**src/rtl/uart_ascii_tx.sv**
```systemverilog
// uart_ascii_tx: FIFO-buffered 8N1 UART transmitter for hex-ASCII output.
// Ports: clk, rst_n (async low); tx_data/tx_valid/tx_ready write side;
//   tx serial line (idle high); busy; fifo_count characters buffered.
// Define UART_TX_PARITY_EN for 8E1 frames (even parity bit after data).
module uart_ascii_tx #(
  parameter int CLK_FREQ   = 100_000_000,
  parameter int BAUD       = 115_200,
  parameter int FIFO_DEPTH = 16
) (
  input  logic                          clk,
  input  logic                          rst_n,
  input  logic [7:0]                    tx_data,
  input  logic                          tx_valid,
  output logic                          tx_ready,
  output logic                          tx,
  output logic                          busy,
  output logic [$clog2(FIFO_DEPTH):0]   fifo_count
);

  localparam int BAUD_DIV = (CLK_FREQ + BAUD / 2) / BAUD;
  localparam int AW = $clog2(FIFO_DEPTH);
  localparam int CW = $clog2(BAUD_DIV > 1 ? BAUD_DIV : 2);
  localparam logic [CW-1:0] DIV_LAST = CW'(BAUD_DIV - 1);
  localparam logic [CW-1:0] CNT_ONE = CW'(1);
  localparam logic [AW:0] PTR_ONE = (AW + 1)'(1);
  localparam logic [AW:0] DEPTH_C = (AW + 1)'(FIFO_DEPTH);

`ifdef UART_TX_PARITY_EN
  typedef enum logic [2:0] {
    S_IDLE, S_START, S_DATA, S_PARITY, S_STOP
  } state_t;
`else
  typedef enum logic [1:0] {
    S_IDLE, S_START, S_DATA, S_STOP
  } state_t;
`endif

  logic [7:0]    r_mem [FIFO_DEPTH];
  logic [AW:0]   r_wr_ptr;
  logic [AW:0]   r_rd_ptr;
  logic          r_tx_ready;
  state_t        r_state;
  logic [CW-1:0] r_cnt;
  logic [7:0]    r_shift;
  logic [2:0]    r_idx;
  logic          r_par;
  logic          r_tx;

  logic [AW:0]   w_count;
  logic [AW:0]   w_count_nxt;
  logic          w_empty;
  logic          w_bit_end;
  logic          w_push;
  logic          w_pop;
  logic [7:0]    w_rd_data;

  // Extra pointer bit separates full from empty.
  assign w_count   = r_wr_ptr - r_rd_ptr;
  assign w_empty   = (w_count == '0);
  assign w_bit_end = (r_cnt == DIV_LAST);
  assign w_push    = tx_valid && r_tx_ready;
  // Pop when idle, or at the last stop-bit cycle for a gapless next frame.
  assign w_pop     = !w_empty &&
                     ((r_state == S_IDLE) ||
                      (r_state == S_STOP && w_bit_end));
  assign w_rd_data = r_mem[r_rd_ptr[AW-1:0]];
  assign w_count_nxt = w_count
                     + {{AW{1'b0}}, w_push}
                     - {{AW{1'b0}}, w_pop};

  always_ff @(posedge clk) begin
    if (w_push) r_mem[r_wr_ptr[AW-1:0]] <= tx_data;
  end

  always_ff @(posedge clk or negedge rst_n) begin
    if (!rst_n) begin
      r_wr_ptr   <= '0;
      r_rd_ptr   <= '0;
      r_tx_ready <= 1'b1;
    end else begin
      if (w_push) r_wr_ptr <= r_wr_ptr + PTR_ONE;
      if (w_pop)  r_rd_ptr <= r_rd_ptr + PTR_ONE;
      r_tx_ready <= (w_count_nxt != DEPTH_C);
    end
  end

  // tx is set on each transition so it always holds the current bit.
  always_ff @(posedge clk or negedge rst_n) begin
    if (!rst_n) begin
      r_state <= S_IDLE;
      r_cnt   <= '0;
      r_shift <= '0;
      r_idx   <= '0;
      r_par   <= 1'b0;
      r_tx    <= 1'b1;
    end else begin
      case (r_state)
        S_IDLE: begin
          if (w_pop) begin
            r_shift <= w_rd_data;
            r_par   <= ^w_rd_data;
            r_idx   <= '0;
            r_cnt   <= '0;
            r_tx    <= 1'b0;
            r_state <= S_START;
          end
        end
        S_START: begin
          if (w_bit_end) begin
            r_cnt   <= '0;
            r_tx    <= r_shift[0];
            r_state <= S_DATA;
          end else begin
            r_cnt <= r_cnt + CNT_ONE;
          end
        end
        S_DATA: begin
          if (w_bit_end) begin
            r_cnt <= '0;
            if (r_idx == 3'd7) begin
`ifdef UART_TX_PARITY_EN
              r_tx    <= r_par;
              r_state <= S_PARITY;
`else
              r_tx    <= 1'b1;
              r_state <= S_STOP;
`endif
            end else begin
              r_shift <= {1'b0, r_shift[7:1]};
              r_idx   <= r_idx + 3'd1;
              r_tx    <= r_shift[1];
            end
          end else begin
            r_cnt <= r_cnt + CNT_ONE;
          end
        end
`ifdef UART_TX_PARITY_EN
        S_PARITY: begin
          if (w_bit_end) begin
            r_cnt   <= '0;
            r_tx    <= 1'b1;
            r_state <= S_STOP;
          end else begin
            r_cnt <= r_cnt + CNT_ONE;
          end
        end
`endif
        S_STOP: begin
          if (w_bit_end) begin
            r_cnt <= '0;
            if (w_pop) begin
              r_shift <= w_rd_data;
              r_par   <= ^w_rd_data;
              r_idx   <= '0;
              r_tx    <= 1'b0;
              r_state <= S_START;
            end else begin
              r_state <= S_IDLE;
            end
          end else begin
            r_cnt <= r_cnt + CNT_ONE;
          end
        end
        default: begin
          r_tx    <= 1'b1;
          r_state <= S_IDLE;
        end
      endcase
    end
  end

  assign tx         = r_tx;
  assign tx_ready   = r_tx_ready;
  assign busy       = (r_state != S_IDLE) || !w_empty;
  assign fifo_count = w_count;

endmodule
```
**config.mk**
```make
export PLATFORM = sky130hd
export DESIGN_NAME = uart_ascii_tx
export DESIGN_NICKNAME = d
export VERILOG_FILES = /design/src/rtl/uart_ascii_tx.sv
export SDC_FILE = /design/constraint.sdc
export NUM_CORES = 1
export LEC_CHECK = 0
export ABC_AREA = 1
export BUFFER_PORTS_ARGS = -buffer_cell sky130_fd_sc_hd__buf_2
export CAP_MARGIN = 10
export CORE_ASPECT_RATIO = 1.5
export CORE_MARGIN = 2
export CORE_UTILIZATION = 50
export CTS_CLUSTER_DIAMETER = 60
export CTS_CLUSTER_SIZE = 30
export DETAILED_ROUTE_END_ITERATION = 10
export MAX_ROUTING_LAYER = met4
export PLACE_DENSITY = 0.66
export REMOVE_ABC_BUFFERS = 1
export SYNTH_ARGS = -nofsm -noshare
export SYNTH_HDL_FRONTEND = slang
export SYNTH_SLANG_ARGS = --single-unit
```
**constraint.sdc**
```tcl
create_clock -name clk -period 10.52 [get_ports clk]
set_clock_uncertainty 0.1 [all_clocks]
set_input_delay 0 -clock clk [delete_from_list [all_inputs] [get_ports clk]]
set_output_delay 0 -clock clk [all_outputs]
set_load 0.02 [all_outputs]
```
==> summary.md <==
| Metric | Value |
|---|---|
| Status | completed |
| Final wirelength | 17200 um |
| Worst EP required | 10.77 ns |
| Worst-Skew Late Latency | 0.42 ns |
| CTS clk-pin slew, worst paths | 0.07 ns |
| Number of global-route vias before repair | 5147 |
| Worst relative slew slack | 0.358 |
| Clk sinks | 163 |
| Setup TNS | 0 ns |
| Row count | 54 |
| Ant diodes | 0 |
| Post-DP HPWL | 11100 um |
| Grt ovf | 0 |
| Max Root-Sink Buffers | 2 |
| Crit path max fanout | 39 |
| Top Usage Layer GRT | met2 |
| Switch share | 0.321 |
| Power Density | 211 nW/um^2 |
| Min cycle time layout | 4.17 ns |
| Post-synthesis compound-gate area fraction | 0.0650 |
| Worst stage delay on the critical path | 0.41 ns |
| Drt wl/cell | 17.8 um |
| Crit. End Element | flip-flop |
| Synth Cell Area | 7490 um^2 |
| Arrival @ worst endpoint | 4.43 ns |
| First-iteration detailed-routing DRC count | 528 |
| CP max stage cell | fa_1 |
| Placed cells | 926 |
| Grt met1 use | 0.260 |
| Total Routing Usage GR | 0.227 |
| Final Setup Violations | 0 |
| Die Area | 16000 um^2 |
| Slew Limit Fails | 0 |
| Top achievable clock speed | 240 MHz |
| Die Y | 154 um |
| Post-synth EDFFs | 128 |
| DRT Pass-1 Iters | 5 |
| Initial antenna violation count | 0 |
| Worst path most repeated cell | nand2_1 |
| Global routing usage on met2 | 0.401 |
| CP startpoint kind | flip-flop |
| DR vias/cell | 5.39 |
| Crit path cell chain | buf_4 -> inv_1 -> buf_4 -> ha_1 -> nand2_1 -> o21ai_0 -> xor2_1 -> inv_1 -> ha_1 -> nand3_1 -> inv_1 -> nand3_2 -> nand2_4 -> nand2_1 -> nand2_1 -> ha_1 -> fa_1 -> nand2_1 -> a21oi_1 -> nor2_1 -> xor2_1 -> nand2_1 -> nand2_1 -> nand2_1 |
| Placer Congestion | 0.939 |
| Register bit total from synthesis | 163 |
| Core area | 14600 um^2 |
| Internal power | 1.21 mW |
| Unrepaired setup endpoints after global routing | false |
| Synthesis-to-finish area growth | 12.3% |
| Number of I/O pins | 19 |
| P_sw | 572 uW |
| Post-Synth Adder-Cell Area | 0.0404 |
| Largest family of logic cells by synthesized area | simple AND/OR/NAND/NOR gates |
| Root Driver | clkbuf_16 |
| Reg2reg path depth | 24 |
| Critical path type | reg -> reg |
| Met3 usage | 0.0373 |
| XOR/XNOR Fraction of Synth Area | 0.0187 |
| I/O Buffers | 18 |
| Global-route wire length before repair | 27000 um |
| Seq/Total Area, Yosys | 0.630 |
| Final worst-path cycle share | 0.397 |
| Via count | 5214 |
| Max IR drop VDD | 110 uV |
| Final Non-Filler Cells | 968 |
| Number of CTS-inserted buffers | 17 |
| Leakage | 3.41 nW |
| Final nets | 793 |
| Die Wd | 104 um |
| Final hold vios | 0 |
| Synthesized instance count | 733 |
| Comb power frac | 0.222 |
| Top_reg_cell synth | edfxtp_1 |
| Sequential Power Share | 0.437 |
| Asr flop ratio synth | 0.215 |
| CTS tree | done |
| CTS H-tree depth | 4 |
| Mux cell area share after synthesis | 0 |
| Antenna-violating nets left | 0 |
| Max cap viols | 0 |
| Mean Syn Cell Area | 10.2 um^2 |
| Starting density of the core | 0.513 |
| Fraction of layout cells with a size suffix above 1 | 0.104 |
| Slew @ Worst Pin | 0.960 ns |
| Ys Warns | 0 |
| Netlist cell types | 37 |
| Post-cts sizing count | 0 |
| Worst min path class | in -> async |
| Post-Synth Simple-Gate Area | 0.208 |
| Largest net degree at the start of global routing | 69 |
| Clk pwr share | 0.340 |
| Number of remaining DRC errors | 0 |
-- final timing paths --
| kind | end | slack [ns] | start |
|---|---|---|---|
| setup / recovery | tx_ready | 6.35 | r_rd_ptr[1] |
| hold / removal | r_shift[5] | 0.12 | rst_n |
| setup reg to reg | tx_ready | 6.35 | r_rd_ptr[1] |
| hold reg to reg | r_shift[2] | 0.38 | r_shift[2] |
| max in group asynchronous | r_rd_ptr[0] | 9.61 | rst_n |
| min in group clk | r_shift[2] | 0.38 | r_shift[2] |
-- power groups by stage --
| stage | Combinational (mW) | Sequential, mW | Clock [mW] |
|---|---|---|---|
| floorplan | 0.274 | 0.785 | 0 |
| global placement | 0.363 | 0.789 | 0 |
| detailed placement | 0.387 | 0.791 | 0 |
| CTS | 0.394 | 0.778 | 0.611 |
| global route | 0.440 | 0.783 | 0.644 |
| finish | 0.396 | 0.778 | 0.605 |
-- placed cells by master, fill, tap and decap left out, drive strengths merged --
| cell type | count |
|---|---|
| edfxtp | 128 |
| fa | 2 |
| inv | 47 |
| a21boi | 1 |
| xor2 | 12 |
| nor3 | 3 |
| nand4 | 4 |
| dfstp | 2 |
| clkinvlp | 1 |
| and2 | 1 |
| o21ai | 69 |
| a21oi | 12 |
| dfrtp | 33 |
| buf | 22 |
| dlygate4sd3 | 10 |
| nand2 | 193 |
| nand3 | 44 |
| clkinv | 7 |
| nor2 | 126 |
| ha | 21 |
| o22ai | 3 |
| xnor2 | 4 |
| clkbuf | 17 |
| o31ai | 1 |
| o21a | 1 |
| or2 | 7 |
| a31oi | 1 |
-- registers in the layout, summed over array words and instances, names as in the netlist --
| name | cells |
|---|---|
| tx | 1 |
| tx_ready | 1 |
| r_idx | 3 |
| r_rd_ptr | 5 |
| r_mem | 128 |
| r_state | 2 |
| r_shift | 8 |
| r_cnt | 10 |
| r_wr_ptr | 5 |
-- what timing repair did --
action                                  4_1_cts  5_1_grt
hold endpoints to repair                    162        0
buffers inserted                              0        0
endpoints found under the setup margin        0        0
hold buffers                                 10        0
-- kinds of logic (layout without fill, tap and decap cells) --
kind of cell	Yosys count	count (layout)
buf+inv	65	104
simple gates	378	378
compound gates	88	88
xor+xnor	16	16
fa+ha+maj	23	23
flops	163	163
-- per-stage QoR --
step	setup WS, ns	total power, mW	hold WS, ns	utilization	cell area [um^2]
after global placement	6.58	1.15	0.0327	0.529	7720
after CTS	6.36	1.78	0.142	0.577	8410
final	6.35	1.78	0.115	0.577	8410
after detailed placement	6.37	1.18	0.0447	0.529	7720
after floorplan	5.95	1.06	-0.396	-	7360
after global routing	5.97	1.87	0.189	0.577	8410
-- layout make-up --
type | count | area (um^2)
repair buffers | 32 | 220
clock buffers | 17 | 425
multi-input cells | 505 | 2480
clock inverters | 15 | 165
inverters | 40 | 150
flip-flops and latches | 163 | 4720
fillers | 1252 | 6180
well taps | 196 | 245
-- routing by layer --
metal / share of wire / wire length (um) / vias to the layer above
met5: 0 / 0 / -
met4: 0.029 / 495 / 0
li1: - / - / 2504
met2: 0.54 / 9230 / 175
met3: 0.047 / 809 / 35
met1: 0.39 / 6660 / 2500
-- cell usage after synthesis (2+ instances only) --
cell / count / area (um^2)
or2_2: 6 / 37.5
o22ai_1: 3 / 18.8
ha_1: 21 / 263
xor2_1: 12 / 105
o21ai_2: 6 / 52.6
dfstp_2: 2 / 52.6
nand3_2: 2 / 20.0
fa_1: 2 / 40.0
a21oi_1: 12 / 60.1
clkbuf_1: 5 / 18.8
o21ai_0: 61 / 305
nand4_1: 4 / 25.0
nor3_1: 2 / 10.0
inv_2: 3 / 11.3
nand2_4: 2 / 22.5
buf_2: 13 / 65.1
buf_4: 5 / 37.5
inv_1: 37 / 139
xnor2_1: 4 / 35.0
nand3_1: 41 / 205
edfxtp_1: 128 / 3840
dfrtp_1: 33 / 826
nor2_1: 126 / 473
nand2_1: 190 / 713
-- critical path: cells and delay by family, from the launching register on --
family / cells / cell delay (ns)
buffers and inverters: 5 / 0.87
adders and majority gates: 4 / 1.15
and+or+nand+nor: 11 / 0.93
DFF: 1 / 0.32
xor gates and xnor gates: 2 / 0.44
AOI/OAI and AO/OA: 2 / 0.25
No activity file was read; power rests on OpenSTA's default activity.
